**src/rtl/sprite_scaler.sv**
```systemverilog
// rtl/sprite_scaler.sv - screen-to-texel address generator and keyed overlay pixel for one scaled sprite
module sprite_scaler #(
    parameter int H_VIEW       = 640,
    parameter int V_VIEW       = 480,
    parameter int FRAC         = 10,
    parameter int CHANNEL_BITS = 2,
    parameter logic [3*CHANNEL_BITS-1:0] KEY = '0
) (
    input  logic                      clk,
    input  logic                      reset_n,
    input  logic [9:0]                h,
    input  logic [9:0]                v,
    input  logic                      load,
    input  logic [9:0]                spr_x,
    input  logic [9:0]                spr_y,
    input  logic [9:0]                spr_size,
    output logic                      busy,
    output logic [5:0]                rom_col,
    output logic [5:0]                rom_row,
    input  logic [3*CHANNEL_BITS-1:0] rom_val,
    output logic                      pix_en,
    output logic [3*CHANNEL_BITS-1:0] pix_rgb
);
    localparam int AW    = FRAC + 7;
    localparam int CNT_W = $clog2(AW);
    localparam logic [CNT_W-1:0] CNT_LAST = CNT_W'(AW - 1);
    localparam logic [AW-1:0]    DIVIDEND = AW'(64) << FRAC;

    typedef enum logic [1:0] {IDLE, DIVIDE, ARMED} state_t;
    state_t state, state_next;

    logic [CNT_W-1:0] cnt;
    logic [AW-1:0]    dvd;
    logic [AW-2:0]    quo;
    logic [9:0]       rem;
    logic [AW-1:0]    step;
    logic [AW-1:0]    col_acc, row_acc;
    logic [9:0]       x_reg, y_reg, size_reg;

    logic [10:0]   trial;
    logic          ge;
    logic [9:0]    rem_next;
    logic [AW-1:0] quo_next;
    logic          div_done;
    logic [10:0]   dh, dv;
    logic          in_h, in_v, line_end, frame_end, pix_en_next;

    // Restoring divide: shift one dividend bit into the remainder per cycle
    assign trial    = {rem, dvd[AW-1]};
    assign ge       = trial >= {1'b0, size_reg};
    assign rem_next = ge ? 10'(trial - {1'b0, size_reg}) : trial[9:0];
    assign quo_next = {quo, ge};
    assign div_done = (state == DIVIDE) && (cnt == CNT_LAST);

    // Offsets wrap to >=1024 when h<x, which always exceeds any size
    assign dh        = {1'b0, h} - {1'b0, x_reg};
    assign dv        = {1'b0, v} - {1'b0, y_reg};
    assign in_h      = (dh < {1'b0, size_reg}) && (h < 10'(H_VIEW));
    assign in_v      = (dv < {1'b0, size_reg}) && (v < 10'(V_VIEW));
    assign line_end  = (h == 10'(H_VIEW - 1));
    assign frame_end = (v == 10'(V_VIEW - 1));

    assign pix_en_next = (state == ARMED) && in_h && in_v && (rom_val != KEY);
    assign busy        = (state == DIVIDE);
    assign rom_col     = col_acc[FRAC+5:FRAC];
    assign rom_row     = row_acc[FRAC+5:FRAC];

    always_ff @(posedge clk or negedge reset_n) begin
        if (!reset_n) state <= IDLE;
        else          state <= state_next;
    end

    always_comb begin
        state_next = state;
        if (load)          state_next = (spr_size != 10'd0) ? DIVIDE : IDLE;
        else if (div_done) state_next = ARMED;
    end

    always_ff @(posedge clk or negedge reset_n) begin
        if (!reset_n) begin
            cnt      <= '0;
            dvd      <= '0;
            quo      <= '0;
            rem      <= '0;
            step     <= '0;
            x_reg    <= '0;
            y_reg    <= '0;
            size_reg <= '0;
        end else if (load) begin
            x_reg    <= spr_x;
            y_reg    <= spr_y;
            size_reg <= spr_size;
            cnt      <= '0;
            dvd      <= DIVIDEND;
            quo      <= '0;
            rem      <= '0;
        end else if (state == DIVIDE) begin
            cnt <= cnt + CNT_W'(1);
            dvd <= dvd << 1;
            rem <= rem_next;
            quo <= quo_next[AW-2:0];
            if (cnt == CNT_LAST) step <= quo_next;
        end
    end

    // Line end wins over advance; load wins over everything
    always_ff @(posedge clk or negedge reset_n) begin
        if (!reset_n) begin
            col_acc <= '0;
            row_acc <= '0;
        end else if (load) begin
            col_acc <= '0;
            row_acc <= '0;
        end else begin
            if (line_end)         col_acc <= '0;
            else if (in_h && in_v) col_acc <= col_acc + step;
            if (line_end) begin
                if (frame_end)  row_acc <= '0;
                else if (in_v)  row_acc <= row_acc + step;
            end
        end
    end

    always_ff @(posedge clk or negedge reset_n) begin
        if (!reset_n) begin
            pix_en  <= 1'b0;
            pix_rgb <= '0;
        end else begin
            pix_en  <= pix_en_next;
            pix_rgb <= pix_en_next ? rom_val : '0;
        end
    end
endmodule

```
**config.mk**
```make
export PLATFORM = sky130hd
export DESIGN_NAME = sprite_scaler
export DESIGN_NICKNAME = d
export VERILOG_FILES = /design/src/rtl/sprite_scaler.sv
export SDC_FILE = /design/constraint.sdc
export NUM_CORES = 1
export LEC_CHECK = 0
export CORE_UTILIZATION = 30
export DETAILED_ROUTE_END_ITERATION = 10
export GPL_ROUTABILITY_DRIVEN = 0
export GPL_TIMING_DRIVEN = 1
export MAX_ROUTING_LAYER = met4
export PLACE_DENSITY_LB_ADDON = 0.2
export REMOVE_ABC_BUFFERS = 1
export SLEW_MARGIN = 20
export SYNTH_ARGS = -nofsm -noshare
export SYNTH_HDL_FRONTEND = slang
export SYNTH_SLANG_ARGS = --single-unit
```
**constraint.sdc**
```tcl
create_clock -name clk -period 3.7 [get_ports clk]
set_clock_uncertainty 0.2 [all_clocks]
set_input_delay 0.555 -clock clk [delete_from_list [all_inputs] [get_ports clk]]
set_output_delay 0.555 -clock clk [all_outputs]
set_load 0.1 [all_outputs]
```
; ---- Word-level counts from Yosys, hierarchy flattened
; Index checks and enable logic that the tools add are counted.
[op_classes]
addsub = 6
n_lt_le_gt_ge = 5
n_eq_ne = 5
mux = 20
bitwise = 1
n_reduce_logical = 16
[ops]
columns = cell, n
row1 = $mux 17, 9
row2 = $add 17x17->17, 2
row3 = $mux 16, 2
row4 = $mux 10, 3
row5 = $lt 11x10->1, 2
row6 = $sub 10x10->11, 2
row7 = $ge 11x10->1, 1
row8 = $eq 10x10->1 const B, 1
row9 = $eq 10x9->1 const B, 1
row10 = $lt 10x10->1 const B, 1
row11 = $lt 10x9->1 const B, 1
row12 = $mux 5, 2
row13 = $reduce_bool 10->1, 1
row14 = $sub 10x10->10, 1
row15 = $logic_and 1x1->1, 7
row16 = $mux 6, 1
row17 = $reduce_bool 2->1, 3
row18 = $reduce_bool 3->1, 2
row19 = $reduce_bool 6->1, 1
row20 = $add 5x1->5 const B, 1
row21 = $eq 5x5->1 const B, 1
row22 = $mux 2, 2
row23 = $reduce_and 3->1, 1
row24 = $eq 2x1->1 const B, 1
row25 = 4 further kinds, 4
[totals]
ff_bits = 138
in_bits = 59
out_inout_bits = 20
word_cells = 66

; ---- Longest topological paths before layout
[depth]
depth_word = 7
ltp_mapped = 20
mapped_depth_nobuf = 18

; ---- Least setup slack after synthesis
; No wires, ideal clock.
[synth_timing]
path_type = in2reg
from = in h[0]
to = reg col_acc[12]
setup_ns = 0.120
t_arrival_ns = 3.618
required_time_ns = 3.380
slack_ns = -0.239
stages = 19
n_path_buf = 2
cell_sequence = inv_1 -> ha_1 -> inv_1 -> fa_1 -> a211oi_1 -> o21ai_1 -> a21oi_1 -> nor2b_1 -> nor2_1 -> xnor2_1 -> ha_1 -> a21o_1 -> o21ai_0 -> o211ai_1 -> a311oi_1 -> o211ai_2 -> buf_6 -> buf_6 -> o211a_1
[synth_via]
elab_chain_cells = 5
word_cells_on_any_way = 9
cone_classes = add/sub: 1 / order compare: 2 / eq/ne: 1 / mux: 2 / reduce/logical: 3
[synth_lines]
columns = element, line
row1 = start: declaration, 11  ; input logic [9:0] h,
row2 = $sub 10x10->11, 56  ; assign dh = {1'b0, h} - {1'b0, x_reg};
row3 = $lt 11x10->1, 58  ; assign in_h = (dh < {1'b0, size_reg}) && (h < 10'(H_VIEW));
row4 = $logic_and 1x1->1, 58
row5 = $logic_and 1x1->1, 116  ; else if (in_h && in_v) col_acc <= col_acc + step;
row6 = $reduce_bool 3->1 (no source line), --
row7 = end signal: assignment, 116
row8 = end: declaration, 37  ; logic [AW-1:0] col_acc, row_acc;
; Parallel ways exist; a longest one is shown, timed or not.
; A chain may end at the register's enable or synchronous reset.

; ---- Worst setup path after layout
[layout_timing]
from = in h[3]
to = reg pix_rgb[5]
[layout_via]
elab_chain_cells = 7
word_cells_on_any_way = 8
cone_classes = add/sub: 1 / order compare: 2 / mux: 1 / reduce/logical: 4
[layout_lines]
columns = element, line
row1 = $sub 10x10->11, 56
row2 = $lt 11x10->1, 58
row3 = $logic_and 1x1->1 *, 58
row4 = $logic_and 1x1->1 * (3 in a row), 63  ; assign pix_en_next = (state == ARMED) && in_h && in_v && (rom_val != KEY);
row5 = net pix_en_next, 46  ; logic in_h, in_v, line_end, frame_end, pix_en_next;
row6 = $mux 6 *, 130  ; pix_rgb <= pix_en_next ? rom_val : '0;
row7 = end signal: assignment, 130
row8 = end: declaration, 22  ; output logic [3*CHANNEL_BITS-1:0] pix_rgb
; Mark *: on every way through the listed nets, which the timed path passes. The rest lies on a longest branch.

==> impl_metrics.json <==
{
  "yosysTopAreaCell": "dfrtp_1",
  "cts_buffers": 17,
  "setup_slack_ps": -115,
  "cts_sinks": 118,
  "setup.worst_path.end_class": "register",
  "cts_max_level": 4,
  "syn2layout_area_growth_pct": 29.2,
  "routed_wl_mm": 19.6,
  "violations": "negative setup slack",
  "grt_pass1_wl_mm": 32.8,
  "clk_pin_slew_worst_paths_ps": 60,
  "synth-edff-count": 0,
  "tightest_slew_ps": 1030,
  "worstPathArrival_ps": 3970,
  "crit_fanout": 7,
  "grt_usage_pct": 16.1,
  "synth-seq-cells": 118,
  "synth_top_area_share_pct": 37.5,
  "hold_slack_ps": 307,
  "grt_pass1_vias": 6399,
  "hold_viol_final": 0,
  "yosysSeqAreaShare_pct": 37.5,
  "finalSetupViolations": 23,
  "dr.pass1.iters": 4,
  "rsz0062_at_grt": "true",
  "synth.area.top_cells": "dfrtp_1 (38%), ha_1 (13%), nand2_1 (4.1%)",
  "min_period_ps": 3820,
  "drt_iter0_drc": 347,
  "clkLatencyLatePin_ps": 430,
  "dpl_cell_area_um2": 9320,
  "setup-tns-final_ps": -1430,
  "drv_slew": 0,
  "grt-ovfl-total": 0,
  "nets": 1098,
  "rows": 58,
  "drc_errors": 0,
  "portBuffers": 78,
  "leakagePower_nw": 4.98,
  "synth_area_per_cell_um2": 9.50,
  "hp-class": "register to register",
  "cts_tree": "built",
  "cp.required_ps": 3860,
  "ys.warnings.count": 0,
  "synth_area_um2": 7870,
  "drive_above_1_share_pct": 16.6,
  "dieWidth_um": 164,
  "dpl.hpwl_mm": 14.0,
  "fin_area_um2": 10200,
  "antenna_found_initial": 0,
  "reg2reg_slack_ps": -100,
  "core-area_um2": 25500,
  "startpoint_type": "primary input",
  "slew_headroom_pct": 31.1,
  "ant_nets": 0,
  "start_util_pct": 30.9,
  "irDropWorstVdd_mv": 0.260,
  "ys_types": 67,
  "antenna_cells": 0,
  "fmaxAchievable_mhz": 262,
  "vias_per_cell": 4.96,
  "cts_root_buf": "clkbuf_16",
  "via_count": 6438,
  "synth_flop_cell": "dfrtp_1",
  "fill_cells": 2557,
  "ioPinCount": 79,
  "place_ws_ps": -1070,
  "worstSetupPathType": "primary input to register",
  "dieArea_um2": 26900,
  "chipHeight_um": 164,
  "async_flop_share_pct": 100,
  "grt_max_degree": 66,
  "drv_cap": 0,
  "fin_crit_sh_pct": 103,
  "synth_common_cells": "dfrtp_1 (118), nand2_1 (86), ha_1 (80), a21oi_1 (63), o21ai_0 (60)",
  "synth_cells": 829,
  "status": "finished, violations left",
  "top_regs": "col_acc: 16 flops, row_acc: 16 flops, step: 16 flops",
  "wl_per_cell_um": 15.1,
  "cts_buffer_depth": 2,
  "synth.most_common_cell": "dfrtp_1",
  "power_density_nw_per_um2": 435
}
## power by group
group	total (W)	switching (W)	internal [W]	leakage [nW]
Clock	0.00182	0.000672	0.00115	0.305
Sequential	0.00141	0.0000489	0.00137	1.58
Combinational	0.00118	0.000627	0.000555	3.10
Total	0.00442	0.00135	0.00307	4.98
## critical path: stages
cell             delay (ps)
clkdlybuf4s50_1         440
ha_1                    340
o21ai_0                 270
o21ai_2                 120
a21oi_2                 120
nor2b_1                  50
nor2_1                  120
xnor2_1                 140
ha_1                    280
a21o_1                  180
o21ai_2                 140
o211ai_1                130
a311oi_2                280
buf_4                   170
o211ai_4                 90
nor4_4                  360
and2_1                  180
## what timing repair did
item | in CTS | in global routing
endpoints found under the hold margin | 23 | 0
setup endpoints to repair | 39 | 39
pin swaps | 23 | 42
resized for setup | 21 | 25
buffers inserted | 0 | 4
hold buffers | 1 | 0
gates cloned | 1 | 0
## metal layers
metal | part of all wire (%) | routed length (µm) | vias up | GRT usage, %
met1 | 46 | 9100 | 3071 | 20.6
li1 | - | - | 3221 | -
met4 | 1.9 | 374 | 0 | 5.18
met5 | 0 | 0 | - | -
met2 | 48 | 9380 | 116 | 25.8
met3 | 3.8 | 747 | 30 | 2.88
## area by class of cell
| class | count | area (µm²) | share of cell area, % |
|---|---|---|---|
| multi-input combinational | 627 | 4690 | 46.2 |
| clock inverter | 14 | 199 | 1.96 |
| inverter | 48 | 180 | 1.77 |
| sequential | 118 | 2950 | 29.0 |
| clock buffer | 18 | 439 | 4.32 |
| tap | 330 | 413 | 4.06 |
| timing repair buffer | 142 | 1290 | 12.7 |
## final timing paths
check | from | to | cells past startpoint
setup / recovery | h[3] | pix_rgb[5] | 17
hold / removal | quo[14] | step[15] | 1
setup reg to reg | x_reg[0] | pix_rgb[5] | 18
hold reg to reg | quo[14] | step[15] | 1
max in group asynchronous | reset_n | x_reg[1] | 3
min in group asynchronous | reset_n | step[7] | 2
## cell families (layout without fill, tap and decap cells)
logic type	after synthesis	after routing	synth area share, %
XOR/XNOR	47	47	5.23
AO/OA/AOI/OAI	242	243	20.4
multiplexers	40	40	5.39
adder cells (fa/ha/maj)	85	85	14.0
flip-flops	118	118	37.5
AND/OR/NAND/NOR	212	212	12.6
buffers and inverters	85	222	4.86
## layout by cell type (no fill, tap or decap), drive strengths merged, types with 5 or more instances in the layout
cell / count
nor3: 8
nor4: 8
nand3: 14
nand2: 86
nor2b: 9
ha: 80
o21a: 16
mux2i: 21
buf: 66
a21o: 25
nand4: 11
clkbuf: 18
dfrtp: 118
a22o: 12
mux2: 19
a211oi: 9
a21oi: 65
a31oi: 6
o31ai: 7
inv: 51
o21ai: 63
clkdlybuf4s50: 71
fa: 5
nor2: 51
o21bai: 6
and2: 7
xnor2: 27
xor2: 20
## stage by stage
| step | util, % | total power [W] | std cells |
|---|---|---|---|
| after floorplan | - | 0.00215 | 792 |
| after global placement | 36.6 | 0.00254 | 1259 |
| after detailed placement | 36.6 | 0.00255 | 1259 |
| after CTS | 39.4 | 0.00443 | 1293 |
| after global routing | 39.9 | 0.00468 | 1297 |
| final | 39.9 | 0.00442 | 1297 |
Note: power is estimated with default switching activity, not from simulation.
